--- config.mk ---
export PLATFORM = sky130hd
export DESIGN_NAME = bpred_resolve_unit
export DESIGN_NICKNAME = d
export VERILOG_FILES = /design/src/rtl/bpred_resolve_unit.sv
export SDC_FILE = /design/constraint.sdc
export NUM_CORES = 1
export LEC_CHECK = 0
export BUFFER_PORTS_ARGS = -buffer_cell sky130_fd_sc_hd__buf_2
export CAP_MARGIN = 30
export CELL_PAD_IN_SITES_DETAIL_PLACEMENT = 1
export CELL_PAD_IN_SITES_GLOBAL_PLACEMENT = 1
export CORE_MARGIN = 10
export CORE_UTILIZATION = 46
export CTS_CLUSTER_SIZE = 40
export DETAILED_ROUTE_END_ITERATION = 12
export PLACE_DENSITY_LB_ADDON = 0.1
export SETUP_SLACK_MARGIN = 0.1
export SYNTH_ARGS = -nofsm -noshare
export SYNTH_HDL_FRONTEND = slang
export SYNTH_SLANG_ARGS = --single-unit
--- constraint.sdc ---
create_clock -name clk -period 10.66 [get_ports clk]
set_input_delay 1.599 -clock clk [delete_from_list [all_inputs] [get_ports clk]]
set_output_delay 1.599 -clock clk [all_outputs]
set_load 0.02 [all_outputs]
--- src/rtl/bpred_resolve_unit.sv ---
// bpred_resolve_unit: in-order in-flight branch FIFO that resolves predictions and drives predictor feedback/redirect.
// Optional BPRED_STATS_EN adds saturating branch/mispredict counters.
module bpred_resolve_unit #(
  parameter  int NUM_ENTRIES = 1024,
  parameter  int FIFO_DEPTH  = 4,
  localparam int IW          = $clog2(NUM_ENTRIES),
  localparam int PW          = $clog2(FIFO_DEPTH)
) (
  input  logic          clk,
  input  logic          reset,
  input  logic          pred_valid_i,
  input  logic [IW-1:0] pred_idx_i,
  input  logic          pred_taken_i,
  input  logic [31:0]   pred_target_i,
  output logic          pred_ready_o,
  input  logic          res_valid_i,
  input  logic          res_taken_i,
  input  logic [31:0]   res_target_i,
  input  logic [31:0]   res_fallthru_i,
  output logic          brn_ex_mem_bpred_o,
  output logic [IW-1:0] brn_fdback_addr_bpred_o,
  output logic          brn_fdback_bpred_o,
  output logic [31:0]   brn_btb_addr_bpred_o,
  output logic          brn_btb_wr_bpred_o,
  output logic          redirect_valid_o,
  output logic [31:0]   redirect_pc_o,
  output logic          flush_o,
  output logic          underflow_o
`ifdef BPRED_STATS_EN
  ,
  output logic [31:0]   stat_branches_o,
  output logic [31:0]   stat_mispred_o
`endif
);
  logic [IW-1:0] idx_mem [FIFO_DEPTH];
  logic          tkn_mem [FIFO_DEPTH];
  logic [31:0]   tgt_mem [FIFO_DEPTH];
  logic [PW-1:0] rd_q, rd_d, wr_q, wr_d;
  logic [PW:0]   cnt_q, cnt_d;
  logic          pop, push, mis, tgt_diff, btb_wr;
  logic          ex_mem_q, fdback_q, btb_wr_q, redir_q, flush_q, undf_q;
  logic [IW-1:0] addr_q;
  logic [31:0]   btb_addr_q, redir_pc_q;

  assign pred_ready_o = cnt_q != (PW+1)'(FIFO_DEPTH);
  assign pop          = res_valid_i & (cnt_q != '0);
  assign tgt_diff     = tgt_mem[rd_q] != res_target_i;
  assign mis          = pop & ((tkn_mem[rd_q] != res_taken_i) | (res_taken_i & tkn_mem[rd_q] & tgt_diff));
  assign push         = pred_valid_i & pred_ready_o & !mis;
  assign btb_wr       = res_taken_i & (!tkn_mem[rd_q] | tgt_diff);

  // A mispredict squashes every record, including a same-cycle wrong-path push.
  always_comb begin
    rd_d  = mis ? '0 : rd_q + PW'(pop);
    wr_d  = mis ? '0 : wr_q + PW'(push);
    cnt_d = mis ? '0 : cnt_q + (PW+1)'(push) - (PW+1)'(pop);
  end

  always_ff @(posedge clk) begin
    if (push) begin
      idx_mem[wr_q] <= pred_idx_i;
      tkn_mem[wr_q] <= pred_taken_i;
      tgt_mem[wr_q] <= pred_target_i;
    end
  end

  always_ff @(posedge clk or negedge reset) begin
    if (!reset) begin
      rd_q       <= '0;
      wr_q       <= '0;
      cnt_q      <= '0;
      ex_mem_q   <= 1'b0;
      fdback_q   <= 1'b0;
      btb_wr_q   <= 1'b0;
      redir_q    <= 1'b0;
      flush_q    <= 1'b0;
      undf_q     <= 1'b0;
      addr_q     <= '0;
      btb_addr_q <= '0;
      redir_pc_q <= '0;
    end else begin
      rd_q     <= rd_d;
      wr_q     <= wr_d;
      cnt_q    <= cnt_d;
      ex_mem_q <= pop;
      btb_wr_q <= pop & btb_wr;
      redir_q  <= mis;
      flush_q  <= mis;
      undf_q   <= undf_q | (res_valid_i & (cnt_q == '0));
      if (pop) begin
        addr_q     <= idx_mem[rd_q];
        fdback_q   <= res_taken_i;
        btb_addr_q <= res_target_i;
        redir_pc_q <= res_taken_i ? res_target_i : res_fallthru_i;
      end
    end
  end

  assign brn_ex_mem_bpred_o      = ex_mem_q;
  assign brn_fdback_addr_bpred_o = addr_q;
  assign brn_fdback_bpred_o      = fdback_q;
  assign brn_btb_addr_bpred_o    = btb_addr_q;
  assign brn_btb_wr_bpred_o      = btb_wr_q;
  assign redirect_valid_o        = redir_q;
  assign redirect_pc_o           = redir_pc_q;
  assign flush_o                 = flush_q;
  assign underflow_o             = undf_q;

`ifdef BPRED_STATS_EN
  logic [31:0] br_q, mp_q;
  always_ff @(posedge clk or negedge reset) begin
    if (!reset) begin
      br_q <= '0;
      mp_q <= '0;
    end else begin
      br_q <= (pop && br_q != '1) ? br_q + 32'd1 : br_q;
      mp_q <= (mis && mp_q != '1) ? mp_q + 32'd1 : mp_q;
    end
  end
  assign stat_branches_o = br_q;
  assign stat_mispred_o  = mp_q;
`endif
endmodule

==> results of run 1 <==
critical path, cell delays in order (launching register included):
cell     delay, ns
dfrtp_4       1.02
mux4_2        0.62
xor2_1        0.16
nor4_1        0.55
nand4_1       0.28
o211a_4       0.40
or2_2         0.31
ha_1          0.27
inv_1         0.07
ha_1          0.14
inv_1         0.05
fa_1          0.38
xnor2_1       0.18
xnor2_1       0.14
nand2_1       0.07
nor2_1        0.12
sequential cells by signal (all words and copies together) (netlist names):
signal and cells:
tgt_mem 128, idx_mem 40, brn_btb_addr_bpred_o 32, redirect_pc_o 32, brn_fdback_addr_bpred_o 10, tkn_mem 4
cnt_q 3, rd_q 2, wr_q 2, brn_btb_wr_bpred_o 1, brn_ex_mem_bpred_o 1, brn_fdback_bpred_o 1
flush_o 1, underflow_o 1
cell type report:
class / count / share of cell area (%)
Sequential cell: 258 / 59.2
Multi-Input combinational cell: 350 / 22.3
Timing Repair Buffer: 202 / 8.70
Clock buffer: 37 / 5.85
Tap cell: 280 / 2.83
Clock inverter: 12 / 0.971
Inverter: 3 / 0.0910
Antenna cell: 3 / 0.0607
routing by layer:
metal	global-route usage (%)	up-vias	part of all wire [%]
li1	-	2754	-
met4	2.78	0	0.94
met1	23.4	3081	43
met5	0	-	0
met3	4.77	29	7.3
met2	30.8	169	49
logic make-up after synthesis:
kind of cell             after synthesis
flip-flops                           258
XOR/XNOR                              36
buffers and inverters                 35
adder cells (fa/ha/maj)                6
AND/OR/NAND/NOR                      198
multiplexers                          75
AO/OA/AOI/OAI                         35
worst paths after layout:
check | start | end | slack [ns]
setup / recovery | rd_q[0]$_DFF_PN0_ | cnt_q[2]$_DFF_PN0_ | 5.81
hold / removal | brn_btb_addr_bpred_o[22]$_DFFE_PN0P_ | brn_btb_addr_bpred_o[22]$_DFFE_PN0P_ | 0.47
setup reg to reg | rd_q[0]$_DFF_PN0_ | cnt_q[2]$_DFF_PN0_ | 5.81
hold reg to reg | brn_btb_addr_bpred_o[22]$_DFFE_PN0P_ | brn_btb_addr_bpred_o[22]$_DFFE_PN0P_ | 0.47
max in group asynchronous | reset | rd_q[0]$_DFF_PN0_ | 8.39
min in group asynchronous | reset | brn_btb_addr_bpred_o[17]$_DFFE_PN0P_ | 0.98
layout by cell type, fill, tap and decap left out, types with 9 or more instances in the layout:
| master | Yosys | layout |
|---|---|---|
| xnor2_1 | 18 | 18 |
| xor2_1 | 18 | 18 |
| clkbuf_16 | 0 | 27 |
| mux2i_1 | 32 | 32 |
| clkbuf_1 | 20 | 9 |
| mux4_1 | 9 | 9 |
| dfrtp_1 | 86 | 84 |
| edfxtp_1 | 172 | 172 |
| o21ai_0 | 32 | 32 |
| nand2_1 | 169 | 169 |
| nor2_1 | 9 | 9 |
| mux4_2 | 34 | 34 |
| buf_2 | 2 | 191 |
metrics by stage:
step / worst slack [ns] / total power [uW]
after detailed placement: 5.75 / 2640
after CTS: 5.75 / 3550
final: 5.81 / 3490
after floorplan: 2.96 / 2220
after global routing: 5.43 / 3700
after global placement: 5.61 / 2580
power by group:
part	switching [uW]	internal (uW)	leakage, uW
clock network	370	524	0.000405
registers	166	1340	0.00262
logic	664	421	0.00208
==> reports/metrics.yaml, run 1 <==
run_status:
  status: "finished, final reports clean"
synthesis:
  synthAdderAreaFrac_pct: 0.807
  yosysUniqueCellTypes: 34
  synth-simple-area-share_pct: 8.09
  synth.top_cell.area_share_pct: 50.5
  yosysWarnings: 0
  synth_compound_area_share_pct: 1.86
  ys_ff_latch: 258
  yosysSeqAreaShare_pct: 71.5
  yosys.area.top_type: "edfxtp_1"
  synth_xor_area_share_pct: 3.08
  synthTopCellsByCount: "172 x edfxtp_1, 169 x nand2_1, 86 x dfrtp_1"
  synth_edf_count: 172
  syn_inst: 643
  synth.area.top_cells: "edfxtp_1 50%, dfrtp_1 21%, mux4_2 7.5%, nand2_1 6.2%, mux2i_1 3.1%"
  synth_async_sr_flop_share_pct: 33.3
  synth_ff_type: "edfxtp_1"
  syn_nets: 761
  synth.cell_area_um2: 10200
  synth_top_family_by_area: "multiplexers"
  yosysMostFrequentCell: "edfxtp_1"
  syn_area_per_cell_um2: 15.9
  muxShareOfSynthArea_pct: 12.9
final_layout:
  fillers: 2147
  syn_to_final_growth_pct: 20.9
  final_net_count: 960
  fin_area_um2: 12400
  drive_gt1_share_pct: 33.3
  multiInputGateArea_um2: 2760
  postLayoutCoreUtil_pct: 56.7
  seqCellArea_um2: 7320
  final_cell_count_no_fill: 1145
timing:
  skew_ns: 0.00940
  tightest_slew_ns: 0.901
  hold_viol: 0
  slew_headroom_pct: 39.9
  fin_setup_tns_ns: 0
  slew_violations: 0
  fmax_mhz: 206
  hold_ws_ns: 0.470
  post-route-period-util_pct: 45.5
  rsz0062_at_grt: "false"
  setup_viol: 0
  finalCriticalPeriod_ns: 4.85
cts:
  postCtsSetupRepairBufs: 0
  holdBufCountCts: 0
  clockBufferDepth: 3
  cts_resized: 0
  cts_root_buf: "clkbuf_16"
  clock-sinks: 258
  cts_tree: "built"
  cts_buffers: 27
  cts_htree_levels: 1
  cts.clk_slew.worst_paths_ns: 0.06
  clk_latency_ns: 0.52
floorplanning:
  die_area_um2: 28600
  die_width_um: 169
  ios: 193
  rows: 54
  core_area_um2: 21800
  die_y_um: 169
  initial_core_util_pct: 46.9
routing:
  antenna_left: 0
  vias: 6033
  wirelength_um: 26400
  post-route-drc-count: 0
  viasPerCell: 5.27
  dr.pass1.iters: 4
  wire_per_inst_um: 23.0
  drt-initial-drc-count: 418
placed_design:
  finalWeightedCongestion: 0.816
  dp_cells: 1093
  postPlaceCellArea_um2: 11500
  dpl.hpwl_um: 18000
  portBuffers: 192
critical_path:
  crit_path_start_kind: "flop"
  crit_path_max_fanout: 44
  required_ns: 11.11
  critPathArrivalTime_ns: 5.30
  end_kind: "flop"
  worstSetupPathType: "flop to flop"
  r2r_cells: 15
power:
  power_density_nw_per_um2: 282
  p_leak_uw: 0.00510
  max-vdd-ir-drop_uv: 166
grt:
  grt_pass1_wl_um: 40400
  grt_max_degree: 95
  grt_pass1_vias: 6699
  grt_usage_pct: 18.1
  gr-total-overflow: 0
  antenna_found_initial: 3
flow_run:
  max_cap_viol_count: 0
min_path:
  min_path_cells: 2
  hp-class: "flop to flop"
Note: power is estimated with default switching activity, not from simulation.
==> inputs of run 2 (changes only) <==
Settings changed: ABC_AREA set to 1, CORE_UTILIZATION 46 to 43.
Clock period 10.66 ns to 4.65 ns, I/O delays scaled along.
==> run 2 against run 1 <==
Total power rose by 140%. Maximum frequency rose by 32%. Register-to-register slack worse by 4.8 ns. Synthesized area up 4.5%. Combinational power grew to 2.8 times the previous value. Critical path type unchanged. Largest cell class unchanged. Highest routed layer is now met5.
==> reports/metrics.yaml, run 2 <==
critical_path:
  worstSetupPathType: "flop to flop"
  crit_path_max_fanout: 41
  slowest_stage: "dfrtp_2"
  critPathArrivalTime_ns: 4.09
  end_kind: "flop"
  crit_path_start_kind: "flop"
  cp_common_cell: "nand2_1"
  max_stage_delay_ns: 0.51
  path_cells: "inv_4 > buf_12 > nand2_1 > nand3_1 > nand2_1 > nand2_1 > nand2_1 > inv_1 > nand2_1 > nor2_1 > nand2_1 > nor2_2 > nand2_1 > nand2_1 > nand2_1 > nand2_2 > nand2_4 > ha_1 > inv_1 > ha_1 > inv_1 > fa_1 > xor2_1 > nor2_2"
  required_ns: 5.06
min_path:
  hp-class: "input port to async pin"
placed_design:
  finalWeightedCongestion: 0.782
  dpl.hpwl_um: 22400
  postPlaceCellArea_um2: 12000
  portBuffers: 192
cts:
  cts.clk_slew.worst_paths_ns: 0.06
  clock-sinks: 258
  clockBufferDepth: 3
  holdBufCountCts: 0
  cts_htree_levels: 1
  cts_buffers: 28
  clk_latency_ns: 0.53
  cts_root_buf: "clkbuf_16"
  postCtsSetupRepairBufs: 0
  cts_resized: 0
  cts_tree: "built"
power:
  sw_frac_of_total_pct: 38.1
  switching_power_uw: 3240
  p_leak_uw: 0.00561
  power_uw: 8500
  clockPowerShare_pct: 25.1
  p_int_uw: 5260
  seq_power_share_pct: 39.6
  max-vdd-ir-drop_uv: 372
  power_density_nw_per_um2: 657
  p_comb_share_pct: 35.3
timing:
  post-route-period-util_pct: 79.0
  slew_headroom_pct: 41.7
  rsz0062_at_grt: "false"
  setup_viol: 0
  fin_setup_tns_ns: 0
  slew_violations: 0
  skew_ns: 0.0142
  tightest_slew_ns: 0.874
  hold_viol: 0
  finalCriticalPeriod_ns: 3.67
  fmax_mhz: 272
synthesis:
  syn_inst: 1019
  synth.area.top_cells: "edfxtp_1 48%, dfrtp_1 20%, nand2_1 12%, o21ai_0 5.5%, nand3_1 4.7%"
  synthTopCellsByCount: "335 x nand2_1, 172 x edfxtp_1, 118 x o21ai_0"
  yosysMostFrequentCell: "nand2_1"
  yosysWarnings: 0
  yosysSeqAreaShare_pct: 68.4
  ys_ff_latch: 258
  syn_area_per_cell_um2: 10.5
  synth.cell_area_um2: 10700
  synth_async_sr_flop_share_pct: 33.3
  yosys.area.top_type: "edfxtp_1"
  synth_ff_type: "edfxtp_1"
  synth.top_cell.area_share_pct: 48.3
  syn_nets: 1137
  synth_edf_count: 172
  yosysUniqueCellTypes: 25
grt:
  antenna_found_initial: 4
  grt_max_degree: 100
  gr-total-overflow: 0
  grt_pass1_wl_um: 48700
  grt_usage_pct: 19.8
  grt_pass1_vias: 8363
routing:
  viasPerCell: 5.16
  post-route-drc-count: 0
  antenna_left: 0
  dr.pass1.iters: 4
  vias: 8043
  wire_per_inst_um: 20.7
  drt-initial-drc-count: 494
  wirelength_um: 32200
final_layout:
  postLayoutCoreUtil_pct: 53.0
  final_net_count: 1326
  layout_commonest_cell: "nand2_1"
  drive_gt1_share_pct: 22.3
  top_register: "tgt_mem"
  fin_area_um2: 12900
  largest_reg_flops: 128
  reg_top3: "tgt_mem (128), idx_mem (40)"
  syn_to_final_growth_pct: 21.0
  fillers: 2741
  layout_common_cells: "334 x nand2_1, 191 x buf_2, 172 x edfxtp_1"
floorplanning:
  core_area_um2: 24400
  die_area_um2: 31600
  die_y_um: 178
  die_width_um: 178
  initial_core_util_pct: 43.8
  ios: 193
  rows: 57
flow_run:
  max_cap_viol_count: 0
run_status:
  status: "finished, final reports clean"
run 2: changes by cell type after synthesis, sizes merged, moves of 32 or more:
cell   change
mux2i     -32
mux4      -43
inv       +49
nand3    +100
nor2      +66
nand2    +168
o21ai     +86
run 2: final cells by class:
class	instances	area, um^2	area share (%)
Sequential cell	258	7320	56.6
Multi-Input combinational cell	657	2940	22.7
Timing Repair Buffer	211	1180	9.10
Clock buffer	42	815	6.30
Tap cell	324	405	3.14
Inverter	52	198	1.53
Clock inverter	10	71.3	0.552
Antenna cell	4	10.0	0.0774
run 2: critical path: cells and delay by family, from the launching register on:
kind	cells	cell delay, ns
adder cells (fa/ha/maj)	3	0.79
XOR/XNOR	1	0.20
flip-flops	1	0.51
buffers and inverters	5	0.83
AND/OR/NAND/NOR	15	1.22
run 2: path summary, 6_finish.rpt:
path | from | end | slack, ns | cells after the start
worst max register to register | rd_q[0]$_DFF_PN0_ | cnt_q[2]$_DFF_PN0_ | 0.98 | 24
max in group asynchronous | reset | underflow_o$_DFF_PN0_ | 3.47 | 2
worst max-delay path | rd_q[0]$_DFF_PN0_ | cnt_q[2]$_DFF_PN0_ | 0.98 | 24
worst min-delay path | reset | brn_btb_addr_bpred_o[31]$_DFFE_PN0P_ | 0.26 | 1
worst min register to register | underflow_o$_DFF_PN0_ | underflow_o$_DFF_PN0_ | 0.47 | 1
min in group clk | pred_target_i[8] | tgt_mem[2][8]$_DFFE_PP_ | 0.38 | 1
run 2: power by group through the flow:
stage | registers [uW] | clock network, uW | logic, uW
after global placement | 3390 | 0 | 2940
after global routing | 3430 | 2280 | 3350
after floorplan | 3770 | 0 | 1570
final | 3360 | 2130 | 3000
after CTS | 3370 | 2180 | 3060
after detailed placement | 3400 | 0 | 3040
run 2: kinds of logic (layout without fill, tap and decap cells):
kind of cell / after synthesis / in the layout / synth area share, %
adder cells (fa/ha/maj): 6 / 6 / 0.772
other: 0 / 4 / 0
AO/OA/AOI/OAI: 131 / 131 / 6.33
buffers and inverters: 104 / 315 / 4.35
XOR/XNOR: 4 / 4 / 0.328
flip-flops: 258 / 258 / 68.4
AND/OR/NAND/NOR: 516 / 516 / 19.8
run 2: routing by layer:
| metal | wire, um | track usage [%] |
|---|---|---|
| met1 | 14500 | 26.1 |
| met4 | 411 | 4.24 |
| met5 | 13 | 0 |
| met2 | 15300 | 33.1 |
| met3 | 1950 | 4.12 |
run 2: per-stage QoR:
stage | worst slack [ns] | instances | hold WS, ns
6_report | 0.975 | 1558 | 0.265
3_5_place_dp | 1.04 | 1502 | 0.454
4_1_cts | 0.979 | 1554 | 0.301
2_1_floorplan | 1.49 | 1019 | 0.402
3_3_place_gp | 1.09 | 1501 | 0.456
5_1_grt | 0.575 | 1556 | 0.327
==> inputs of run 3 (changes only) <==
Settings changed: ABC_AREA 1 to 0, CORE_UTILIZATION 43 to 41.
Clock period 4.65 ns to 3 ns, I/O delays scaled along.
==> run 3 against run 2 <==
The flow now finishes with violations (negative setup slack). Global-route usage is 0.38 points higher. Non-clock buffer count is 114 higher. Via count is 15% lower. Largest power group is now combinational logic. Highest routed layer is now met4. Hold slack worse by 0.15 ns. Wire length is 4.0% higher. Total power is 67% higher. Count of clock-buffer cells in the layout is 6 lower. Sequential cell count stayed put.
==> reports/metrics.yaml, run 3 (same netlist as run 1, synthesis figures left out) <==
run_status:
  violations: "negative setup slack"
  status: "complete, but fails checks"
critical_path:
  slowest_stage: "or4_4"
  required_ns: 3.48
  end_kind: "flop"
  worstSetupPathType: "flop to flop"
  critPathArrivalTime_ns: 4.53
  r2r_cells: 17
  max_stage_delay_ns: 0.57
  reg2reg_slack_ns: -1.05
  crit_path_start_kind: "flop"
  crit_path_max_fanout: 6
  path_cells: "buf_12 > buf_8 > mux4_2 > xnor2_2 > nand4_1 > or4_4 > o211a_4 > or2_4 > ha_4 > inv_2 > ha_4 > inv_2 > fa_2 > xnor2_2 > xnor2_1 > nand2_1 > nor2_1"
routing:
  viasPerCell: 5.22
  dr.pass1.iters: 4
  antenna_left: 0
  wire_per_inst_um: 25.5
  vias: 6865
  post-route-drc-count: 0
  wirelength_um: 33500
  drt-initial-drc-count: 503
placed_design:
  dp_slack_ns: -1.26
  finalWeightedCongestion: 0.752
  postPlaceCellArea_um2: 12100
  dpl.hpwl_um: 20400
  portBuffers: 192
cts:
  clockBufferDepth: 3
  clk_latency_ns: 0.55
  cts_buffers: 29
  cts_tree: "built"
  clock-sinks: 258
  cts_root_buf: "clkbuf_16"
  cts.clk_slew.worst_paths_ns: 0.06
  cts_htree_levels: 1
final_layout:
  drive_gt1_share_pct: 44.0
  final_net_count: 1085
  syn_to_final_growth_pct: 39.5
  layout_common_cells: "191 x buf_2, 172 x edfxtp_1, 167 x nand2_1"
  top_register: "tgt_mem"
  postLayoutCoreUtil_pct: 58.3
  fin_area_um2: 14300
  largest_reg_flops: 128
  layout_commonest_cell: "buf_2"
  reg_top3: "tgt_mem (128), idx_mem (40)"
grt:
  grt_pass1_vias: 7534
  grt_usage_pct: 20.2
  grt_max_degree: 83
  antenna_found_initial: 2
  grt_pass1_wl_um: 48000
  gr-total-overflow: 0
power:
  power_density_nw_per_um2: 992
  max-vdd-ir-drop_uv: 420
  p_leak_uw: 0.00598
timing:
  rsz0062_at_grt: "true"
  fmax_mhz: 247
  slew_headroom_pct: 49.9
  skew_ns: 0.0148
  hold_viol: 0
  finalCriticalPeriod_ns: 4.05
  tightest_slew_ns: 0.751
  setup_viol: 180
  post-route-period-util_pct: 135
  hold_ws_ns: 0.113
  setup_slack_ns: -1.05
  fin_setup_tns_ns: -150.09
  slew_violations: 0
floorplanning:
  initial_core_util_pct: 41.8
  die_width_um: 178
  core_area_um2: 24500
  rows: 57
  die_area_um2: 31700
  die_y_um: 178
  ios: 193
flow_run:
  max_cap_viol_count: 0
min_path:
  min_path_cells: 1
  hp-class: "input port to flop"
-- run 3: cell count changes in the layout (fill, tap and decap cells not counted), moves of 13 or more --
cell and change:
o21ai_0 -86, nand2_1 -167, inv_1 -49, nand3_1 -100, mux2i_1 +32, mux4_2 +40
xor2_1 +16, buf_4 +50, buf_16 +13, nor2_1 -57, buf_6 +19, buf_12 +19
-- run 3: metal layers --
metal  vias up  global-route usage [%]  wire, um
met5         -                       0         0
met4         0                    4.83       549
met3        37                    4.02      2360
met2       258                    34.6     16800
met1      3557                    25.8     13800
li1       3013                       -         -
-- run 3: cell type report --
type                       count  area, um^2
multi-input combinational    350        2890
clock inverter                18         140
fill                        2348       10200
sequential                   258        7320
clock buffer                  36         762
inverter                       3        11.3
tap                          324         405
timing repair buffer         325        2730
antenna                        2        5.00
-- run 3: worst paths after layout --
check / start / end
worst max-delay path: rd_q[0]$_DFF_PN0_ / cnt_q[2]$_DFF_PN0_
worst min-delay path: pred_idx_i[6] / idx_mem[2][6]$_DFFE_PP_
worst max register to register: rd_q[0]$_DFF_PN0_ / cnt_q[2]$_DFF_PN0_
worst min register to register: brn_btb_addr_bpred_o[12]$_DFFE_PN0P_ / brn_btb_addr_bpred_o[12]$_DFFE_PN0P_
max in group asynchronous: reset / redirect_pc_o[26]$_DFFE_PN0P_
min in group asynchronous: reset / brn_btb_addr_bpred_o[12]$_DFFE_PN0P_
-- run 3: through the flow --
stage	cells	total power, uW
finish	1316	14200
global route	1316	14900
CTS	1298	14000
detailed placement	1192	9650
global placement	1192	9490
floorplan	643	7940
-- run 3: power by group --
group | switching [uW] | internal (uW) | total [uW]
sequential | 451 | 4780 | 5230
clock | 1420 | 1970 | 3390
combinational | 3020 | 2520 | 5540
total | 4900 | 9260 | 14200
-- run 3: critical path: cells and delay by family, from the launching register on --
kind,cells,cell delay (ns)
compound gates,1,0.27
buf+inv,4,0.37
flops,1,0.47
fa+ha+maj,3,0.73
simple gates,5,1.10
mux,1,0.55
xor+xnor,3,0.47
-- run 3: timing repair --
item / 4_1_cts / 5_1_grt
pin swaps: 15 / 8
buffers inserted: 33 / 17
gates resized for setup: 56 / 36
endpoints found under the hold margin: 26 / 0
gates cloned: 19 / 5
endpoints found under the setup margin: 180 / 180
hold buffers: 1 / 0
